===== config.mk =====
export PLATFORM = sky130hd
export DESIGN_NAME = lipsi_acc_tracer
export DESIGN_NICKNAME = d
export VERILOG_FILES = /design/src/rtl/lipsi_pkg.sv /design/src/rtl/lipsi_trace_fifo.sv /design/src/rtl/lipsi_acc_tracer.sv
export SDC_FILE = /design/constraint.sdc
export NUM_CORES = 1
export LEC_CHECK = 0
export CAP_MARGIN = 25
export CORE_MARGIN = 3
export CORE_UTILIZATION = 60
export CTS_CLUSTER_DIAMETER = 50
export DETAILED_ROUTE_END_ITERATION = 6
export PLACE_DENSITY = 0.81
export SYNTH_ARGS = -nofsm -noshare
export SYNTH_HDL_FRONTEND = slang
export SYNTH_SLANG_ARGS = --single-unit

===== constraint.sdc =====
create_clock -name clk -period 5.33 [get_ports clk]
set_clock_uncertainty 0.1 [all_clocks]
set_input_delay 1.066 -clock clk [delete_from_list [all_inputs] [get_ports clk]]
set_output_delay 1.066 -clock clk [all_outputs]
set_load 0.02 [all_outputs]

===== src/rtl/lipsi_pkg.sv =====
// lipsi_pkg: shared types and default sizing for the Lipsi trace logic.
//   lipsi_trace_state_e : tracer FSM states (IDLE, ARM, RUN)
//   LIPSI_DATA_W / LIPSI_DEPTH / LIPSI_TS_W : default tracer parameters
package lipsi_pkg;

    typedef enum logic [1:0] {
        IDLE = 2'd0,
        ARM  = 2'd1,
        RUN  = 2'd2
    } lipsi_trace_state_e;

    localparam int unsigned LIPSI_DATA_W = 8;
    localparam int unsigned LIPSI_DEPTH  = 16;
    localparam int unsigned LIPSI_TS_W   = 16;

endpackage


===== src/rtl/lipsi_trace_fifo.sv =====
// lipsi_trace_fifo: circular first-word-fall-through FIFO for trace entries.
//   clk, reset_n : clock, asynchronous active-low reset
//   clear        : synchronous flush (wins over push/pop)
//   push, din    : write request and data; accepted when not full or popping
//   pop          : consume head entry (ignored when empty)
//   dout         : head entry (valid when !empty)
//   full, empty  : occupancy flags
//   level        : number of stored entries, 0..DEPTH
module lipsi_trace_fifo #(
    parameter int unsigned W     = 8,
    parameter int unsigned DEPTH = 16
) (
    input  logic                     clk,
    input  logic                     reset_n,
    input  logic                     clear,
    input  logic                     push,
    input  logic                     pop,
    input  logic [W-1:0]             din,
    output logic [W-1:0]             dout,
    output logic                     full,
    output logic                     empty,
    output logic [$clog2(DEPTH):0]   level
);

    localparam int unsigned AW = $clog2(DEPTH);

    logic [W-1:0] mem [DEPTH];
    logic [AW:0]  wr_ptr;
    logic [AW:0]  rd_ptr;
    logic         wr_en;
    logic         rd_en;

    // Extra pointer bit distinguishes full from empty when addresses match.
    assign empty = (wr_ptr == rd_ptr);
    assign full  = (wr_ptr[AW] != rd_ptr[AW]) && (wr_ptr[AW-1:0] == rd_ptr[AW-1:0]);
    assign level = wr_ptr - rd_ptr;

    // A pop frees the head slot this cycle, so a push into a full FIFO is
    // still accepted; when full the write lands on the slot being read.
    assign wr_en = push && (!full || pop);
    assign rd_en = pop && !empty;

    assign dout = mem[rd_ptr[AW-1:0]];

    always_ff @(posedge clk) begin
        if (wr_en && !clear) begin
            mem[wr_ptr[AW-1:0]] <= din;
        end
    end

    always_ff @(posedge clk or negedge reset_n) begin
        if (!reset_n) begin
            wr_ptr <= '0;
            rd_ptr <= '0;
        end else if (clear) begin
            wr_ptr <= '0;
            rd_ptr <= '0;
        end else begin
            if (wr_en) wr_ptr <= wr_ptr + 1'b1;
            if (rd_en) rd_ptr <= rd_ptr + 1'b1;
        end
    end

endmodule


===== src/rtl/lipsi_acc_tracer.sv =====
// lipsi_acc_tracer: records every change of the Lipsi accumulator into a
// circular trace buffer drained through a valid/ready port.
//   clk, reset_n   : clock, asynchronous active-low reset
//   en             : capture enable
//   clear          : synchronous flush of buffer, overflow flag and timestamp
//   acc_in         : processor accumulator
//   out_valid/out_ready/out_data/out_ts : FWFT drain port (zero when empty)
//   overflow       : sticky, at least one change was dropped
//   level          : current entry count
// Build option LIPSI_TRACE_TS_EN: adds the cycle timestamp counter and stores
// it with each entry; without it out_ts is tied to zero.
module lipsi_acc_tracer
    import lipsi_pkg::*;
#(
    parameter int unsigned DATA_W = LIPSI_DATA_W,
    parameter int unsigned DEPTH  = LIPSI_DEPTH,
    parameter int unsigned TS_W   = LIPSI_TS_W
) (
    input  logic                     clk,
    input  logic                     reset_n,
    input  logic                     en,
    input  logic                     clear,
    input  logic [DATA_W-1:0]        acc_in,
    output logic                     out_valid,
    input  logic                     out_ready,
    output logic [DATA_W-1:0]        out_data,
    output logic [TS_W-1:0]          out_ts,
    output logic                     overflow,
    output logic [$clog2(DEPTH):0]   level
);

`ifdef LIPSI_TRACE_TS_EN
    localparam int unsigned ENTRY_W = DATA_W + TS_W;
`else
    localparam int unsigned ENTRY_W = DATA_W;
`endif

    lipsi_trace_state_e state;
    lipsi_trace_state_e next_state;
    lipsi_trace_state_e mode;

    logic [DATA_W-1:0]  prev_acc;
    logic               push;
    logic               pop;
    logic               full;
    logic               empty;
    logic [ENTRY_W-1:0] din;
    logic [ENTRY_W-1:0] dout;

    always_ff @(posedge clk or negedge reset_n) begin
        if (!reset_n) state <= IDLE;
        else          state <= next_state;
    end

    // 'mode' is the state in effect this cycle: the first enabled cycle is
    // ARM straight away, so the ARM sample carries the counter value at the
    // first enabled edge. The register therefore only ever holds IDLE or RUN.
    always_comb begin
        mode       = IDLE;
        next_state = IDLE;
        push       = 1'b0;
        if (en) begin
            mode = (state == RUN) ? RUN : ARM;
        end
        unique case (mode)
            ARM:     begin push = 1'b1;                  next_state = RUN;  end
            RUN:     begin push = (acc_in != prev_acc);  next_state = RUN;  end
            default: begin push = 1'b0;                  next_state = IDLE; end
        endcase
        if (clear) begin
            push       = 1'b0;
            next_state = IDLE;
        end
    end

    always_ff @(posedge clk or negedge reset_n) begin
        if (!reset_n)     prev_acc <= '0;
        else if (en)      prev_acc <= acc_in;
    end

    assign out_valid = !empty;
    assign pop       = !empty && out_ready;

    always_ff @(posedge clk or negedge reset_n) begin
        if (!reset_n)                     overflow <= 1'b0;
        else if (clear)                   overflow <= 1'b0;
        else if (push && full && !pop)    overflow <= 1'b1;
    end

`ifdef LIPSI_TRACE_TS_EN
    logic [TS_W-1:0] ts_cnt;

    always_ff @(posedge clk or negedge reset_n) begin
        if (!reset_n)   ts_cnt <= '0;
        else if (clear) ts_cnt <= '0;
        else if (en)    ts_cnt <= ts_cnt + 1'b1;
    end

    assign din      = {ts_cnt, acc_in};
    assign out_data = empty ? '0 : dout[DATA_W-1:0];
    assign out_ts   = empty ? '0 : dout[ENTRY_W-1:DATA_W];
`else
    assign din      = acc_in;
    assign out_data = empty ? '0 : dout;
    assign out_ts   = '0;
`endif

    lipsi_trace_fifo #(
        .W     (ENTRY_W),
        .DEPTH (DEPTH)
    ) u_fifo (
        .clk     (clk),
        .reset_n (reset_n),
        .clear   (clear),
        .push    (push),
        .pop     (pop),
        .din     (din),
        .dout    (dout),
        .full    (full),
        .empty   (empty),
        .level   (level)
    );

endmodule


Word level (Yosys, flattened, before mapping)
Memory sizes are Yosys's and may differ from the RTL's.
Cells that the tools add are included.
{"block": "word_totals", "regBits": 21, "ram_bits": 128, "wordCells": 47, "n_memories": 1}
{"block": "op_classes", "n_addsub": 3, "n_eq_ne": 7, "muxes": 15, "reduce_logical": 16}
{"name": "u_fifo.mem", "depth": 16, "word_bits": 8, "rd": 1, "rd_ports_with_merged_regs": 0, "write_ports": 1, "line": "lipsi_trace_fifo.sv:27", "rtl": "logic [W-1:0] mem [DEPTH];"}
{"operator": "$mux W5", "n": 4}
{"operator": "$add A5 B1 Y5 const B", "n": 2}
{"operator": "$mux W2", "n": 4}
{"operator": "$mux W8", "n": 1}
{"operator": "$ne A8 B8 Y1", "n": 1}
{"operator": "$logic_and A1 B1 Y1", "n": 7}
{"operator": "$reduce_bool A2 Y1", "n": 3}
{"operator": "$eq A5 B5 Y1", "n": 1}
{"operator": "$mux W1", "n": 5}
{"operator": "$sub A5 B5 Y5", "n": 1}
{"operator": "$eq A2 B2 Y1 const B", "n": 2}
{"operator": "$eq A4 B4 Y1", "n": 1}
{"operator": "$logic_not A1 Y1", "n": 4}
{"operator": "$eq A2 B1 Y1 const B", "n": 1}
{"operator": "$pmux W1 S2", "n": 1}
{"operator": "$reduce_or A2 Y1", "n": 1}
{"operator": "$logic_or A1 B1 Y1", "n": 1}
{"operator": "$ne A1 B1 Y1", "n": 1}

Depth between registers and ports, before layout
{"block": "depth", "depth_word": 10, "mapped_depth": 9}

Hierarchy
A second synthesis with hierarchy kept.
{"block": "hier_totals", "hier_cells": 380, "hier_area_um2": 6431.2}
{"mod": "lipsi_trace_fifo", "n_inst": 1, "cells_per_inst": 315, "area_each_um2": 5754.3, "seq_area_each_um2": 4093.9}
{"mod": "lipsi_acc_tracer", "n_inst": 1, "cells_per_inst": 65, "area_each_um2": 676.9, "seq_area_each_um2": 250.2}

Least setup slack after synthesis
No wires, ideal clock.
{"block": "synth_path", "path_kind": "register to output", "startpoint": "reg u_fifo.rd_ptr[2]", "endpoint": "out out_data[0]", "arrival_ns": 2.266, "t_required_ns": 4.164, "setup_slack_ns": 1.898, "stages_incl_launch_ff": 9, "path_buffers": 3, "cell_sequence": "dfrtp_1 > buf_2 > buf_2 > inv_2 > ha_1 > and4_1 > and2_1 > clkbuf_1 > a211oi_1"}
{"block": "synth_between", "elab_chain_cells": 2, "elab_cells_between_ends": 3}
{"item": "start: declaration", "line": "lipsi_trace_fifo.sv:29", "rtl": "logic [AW:0] rd_ptr;"}
{"item": "start signal: assignment", "line": "lipsi_trace_fifo.sv:60", "rtl": "if (rd_en) rd_ptr <= rd_ptr + 1'b1;"}
{"item": "$mem_v2 Z16 W8 or $eq A5 B5 Y1 (tied branches)"}
{"item": "$mux W8 *", "line": "lipsi_acc_tracer.sv:104", "rtl": "assign out_data = empty ? '0 : dout;"}
{"item": "end: declaration", "line": "lipsi_acc_tracer.sv:26", "rtl": "output logic [DATA_W-1:0] out_data,"}
Mark *: on every way between the ends. The rest lies on a longest branch, timed or not.

Worst setup path after layout
{"block": "layout_path", "startpoint": "reg u_fifo.rd_ptr[3]", "endpoint": "out out_data[7]"}
The elaborated chain is that of the path after synthesis.

==> reports/summary.txt <==
Number of clock buffers inserted by TritonCTS: 17
Initial Utilization: 63.4%
Post-layout instance count excluding filler cells: 544
Floorplan core area: 0.0100 sq mm
Area grow syn2layout: 14.5%
Startpoint of the worst-slack reg-to-reg timing path: u_fifo.rd_ptr[3]
X dimension of the die: 109 microns
Run status: finished clean
Final slew viol count: 0
Syn Inst Count: 359
Placed insts: 511
Pin count of the biggest net entering global routing: 28
Vias in the first global route: 3,402
Number of buffers added on ports: 27
Leakage power: 2.56 nW
Required time at the endpoint of the critical path: 4.16 ns
Flops & latches, synth: 148
Worst setup slack after layout: 0.800 ns
Total Nets Final: 421
Cts repair resizes: 0
Number of synthesized flops with an enable pin: 128
Clock Pin Slew Worst Setup and Hold Paths: 0.06 ns
Total overflow reported by the global router: 0
FILL cells: 598
Htree depth: 4
Clk_lat worst skew: 0.53 ns
Critical path cell sequence: clkinv_1, ha_1, and4_1, and2_1, a211oi_1, clkdlybuf4s50_1
Sequential cell area: 0.00435 sq mm
Violation count after the first detailed-routing iteration: 334
Cts hold-fix bufs: 0
Top Ports: 44
Cell count of the worst reg-to-reg path: 7
Worst hold path type: reg2reg
Root Buffer Master: clkbuf_8
Total negative slack for setup checks: 0 ns
Site row count: 36
Slowest-stage cell, CP: clkdlybuf4s50_1
Sink count of the clock tree: 148
Total power after layout: 0.00291 W
Worst Path Max Fanout: 10
Type of the worst setup path: reg2out
Initial antenna violation count: 0
WHS Path Cells: 1
Count of final hold-check violations: 0
Post-Synthesis Mean Instance Area: 17.7 sq um
First-pass GRT wire length: 20,000 microns
Cell area after technology mapping: 0.00634 sq mm
Commonest register cell after synthesis: edfxtp_1
Final Wtd Congestion: 0.846
Post-route DRC violation count: 0
Upper clock frequency limit: 0.221 GHz
Worst-margin pin slew: 0.846 ns
Post-synthesis cell type count: 45
Power per cell area: 400 mW/mm^2
Final clock period utilization by the worst path: 85.0%
Layout cell share with drive strength beyond 1: 20.9%
Die Height: 109 microns
Proportion of synthesized chip area in sequential cells: 68.5%
Routed vias: 3,437
Crit path DAT: 3.36 ns
Area taken by multi-input logic gates: 0.00180 sq mm
Number of buffers added for setup after CTS: 0
Worst slew slack as a fraction of its limit: 43.4%
1st-pass router iterations: 5
Total wire length: 13,200 microns
N_diodes: 0
Register-to-register setup slack: 2.35 ns
Reported max-cap violation count: 0
Most common cell after layout, fill and taps aside: edfxtp_1
Worst min-delay path startpoint: u_fifo.wr_ptr[4]
Vias per inst: 6.32
DRT antenna net count: 0
DR WL/cell: 24.2 microns
Top library cells by usage in the layout, fill and taps aside: edfxtp_1, mux4_2, clkdlybuf4s50_1
End point of the worst hold path: u_fifo.wr_ptr[4]
Share of synthesized flip-flops with an asynchronous set or reset: 13.5%
Maximum buffer depth of the clock tree: 2
Die footprint: 0.0118 sq mm
Setup repair after global routing missed its margin: false
Post-detailed-placement half-perimeter wirelength: 8150 microns
Largest vdd supply drop: 0.224 mV
Min Tclk post-route: 4.53 ns
Number of endpoints failing setup at the final stage: 0
Overall global routing resource usage: 24.5%
Maximum cell stage delay along the critical path: 0.67 ns
Endpoint class of the critical path: output port
Critical Path Source Type: flip-flop
Endpoint of the worst-slack reg-to-reg timing path: u_fifo.rd_ptr[4]
CTS tree: yes
Synth Warn #: 0
Worst slack after detailed placement: 1.36 ns
-- cell usage after synthesis (2+ instances only) --
cell | instances | share of area, %
dfrtp_1 | 20 | 7.9
mux2i_1 | 9 | 1.4
nor2b_1 | 2 | 0.20
a21oi_1 | 4 | 0.32
clkinv_1 | 2 | 0.12
mux2_2 | 8 | 1.4
clkbuf_1 | 2 | 0.12
a211oi_1 | 8 | 0.95
a21o_1 | 2 | 0.24
and2_1 | 2 | 0.20
ha_1 | 9 | 1.8
and3_1 | 22 | 2.2
inv_1 | 8 | 0.47
nor3_1 | 2 | 0.16
nand3_1 | 3 | 0.24
edfxtp_1 | 128 | 61
nand4_1 | 5 | 0.49
buf_4 | 17 | 2.0
buf_2 | 6 | 0.47
nor2_1 | 7 | 0.41
nand2_1 | 21 | 1.2
mux4_2 | 32 | 11
xnor2_1 | 15 | 2.1
buf_6 | 4 | 0.71
-- final cells by class --
type / count / area share, %
well taps: 133 / 2.29
flip-flops and latches: 148 / 59.9
clock inverters: 15 / 1.93
inverters: 11 / 0.569
clock buffers: 17 / 5.71
repair buffers: 35 / 4.79
multi-input cells: 185 / 24.8
-- sequential cells by signal (all words and copies together), names as in the netlist --
register,count
overflow,1
prev_acc,8
state,1
u_fifo.mem,128
u_fifo.rd_ptr,5
u_fifo.wr_ptr,5
-- layer usage --
metal | track usage (%) | share of wire [%] | up-vias
li1 | - | - | 1452
met1 | 33.2 | 39 | 1744
met2 | 37.8 | 48 | 218
met3 | 8.17 | 10 | 23
met4 | 8.66 | 2.0 | 0
met5 | 0 | 0 | -
-- kinds of logic (layout without fill, tap and decap cells) --
logic type	Yosys count	after routing	share of synthesized area, %
other cells	1	16	0.0591
compound gates	21	21	2.53
fa+ha+maj	10	10	2.09
mux	49	49	14.2
xor+xnor	16	16	2.21
simple gates	73	73	6.36
flops	148	148	68.5
buf+inv	41	78	4.03
-- worst max-delay path, delay by kind of cell (launching register included) --
kind,cells,cell delay [ns]
flip-flops,1,0.53
AND/OR/NAND/NOR,2,0.46
buffers and inverters,2,1.06
AO/OA/AOI/OAI,1,0.31
adder cells (fa/ha/maj),1,0.46
-- where the power goes --
part	switching (W)	internal [W]	total, W	leakage (nW)
sequential	0.0000306	0.00128	0.00131	1.41
clock	0.000451	0.000659	0.00111	0.265
combinational	0.000250	0.000236	0.000487	0.886
-- through the flow --
stage | util (%) | instance area (sq um) | hold WS, ns
2_1_floorplan | - | 6400 | 0.370
3_3_place_gp | 66.7 | 6670 | 0.390
3_5_place_dp | 66.8 | 6680 | 0.419
4_1_cts | 72.3 | 7230 | 0.427
5_1_grt | 72.6 | 7260 | 0.446
6_report | 72.6 | 7260 | 0.423
-- worst max-delay path by stage --
stage,slack [ns],end,cells after the start,start
after floorplan,1.90,out_data[0],8,u_fifo.rd_ptr[2]
after global placement,1.38,out_data[7],6,u_fifo.rd_ptr[3]
after detailed placement,1.36,out_data[7],6,u_fifo.rd_ptr[3]
after CTS,0.80,out_data[7],6,u_fifo.rd_ptr[3]
after global routing,0.57,out_data[0],6,u_fifo.rd_ptr[3]
final,0.80,out_data[7],6,u_fifo.rd_ptr[3]
Note: power is estimated with default switching activity, not from simulation.
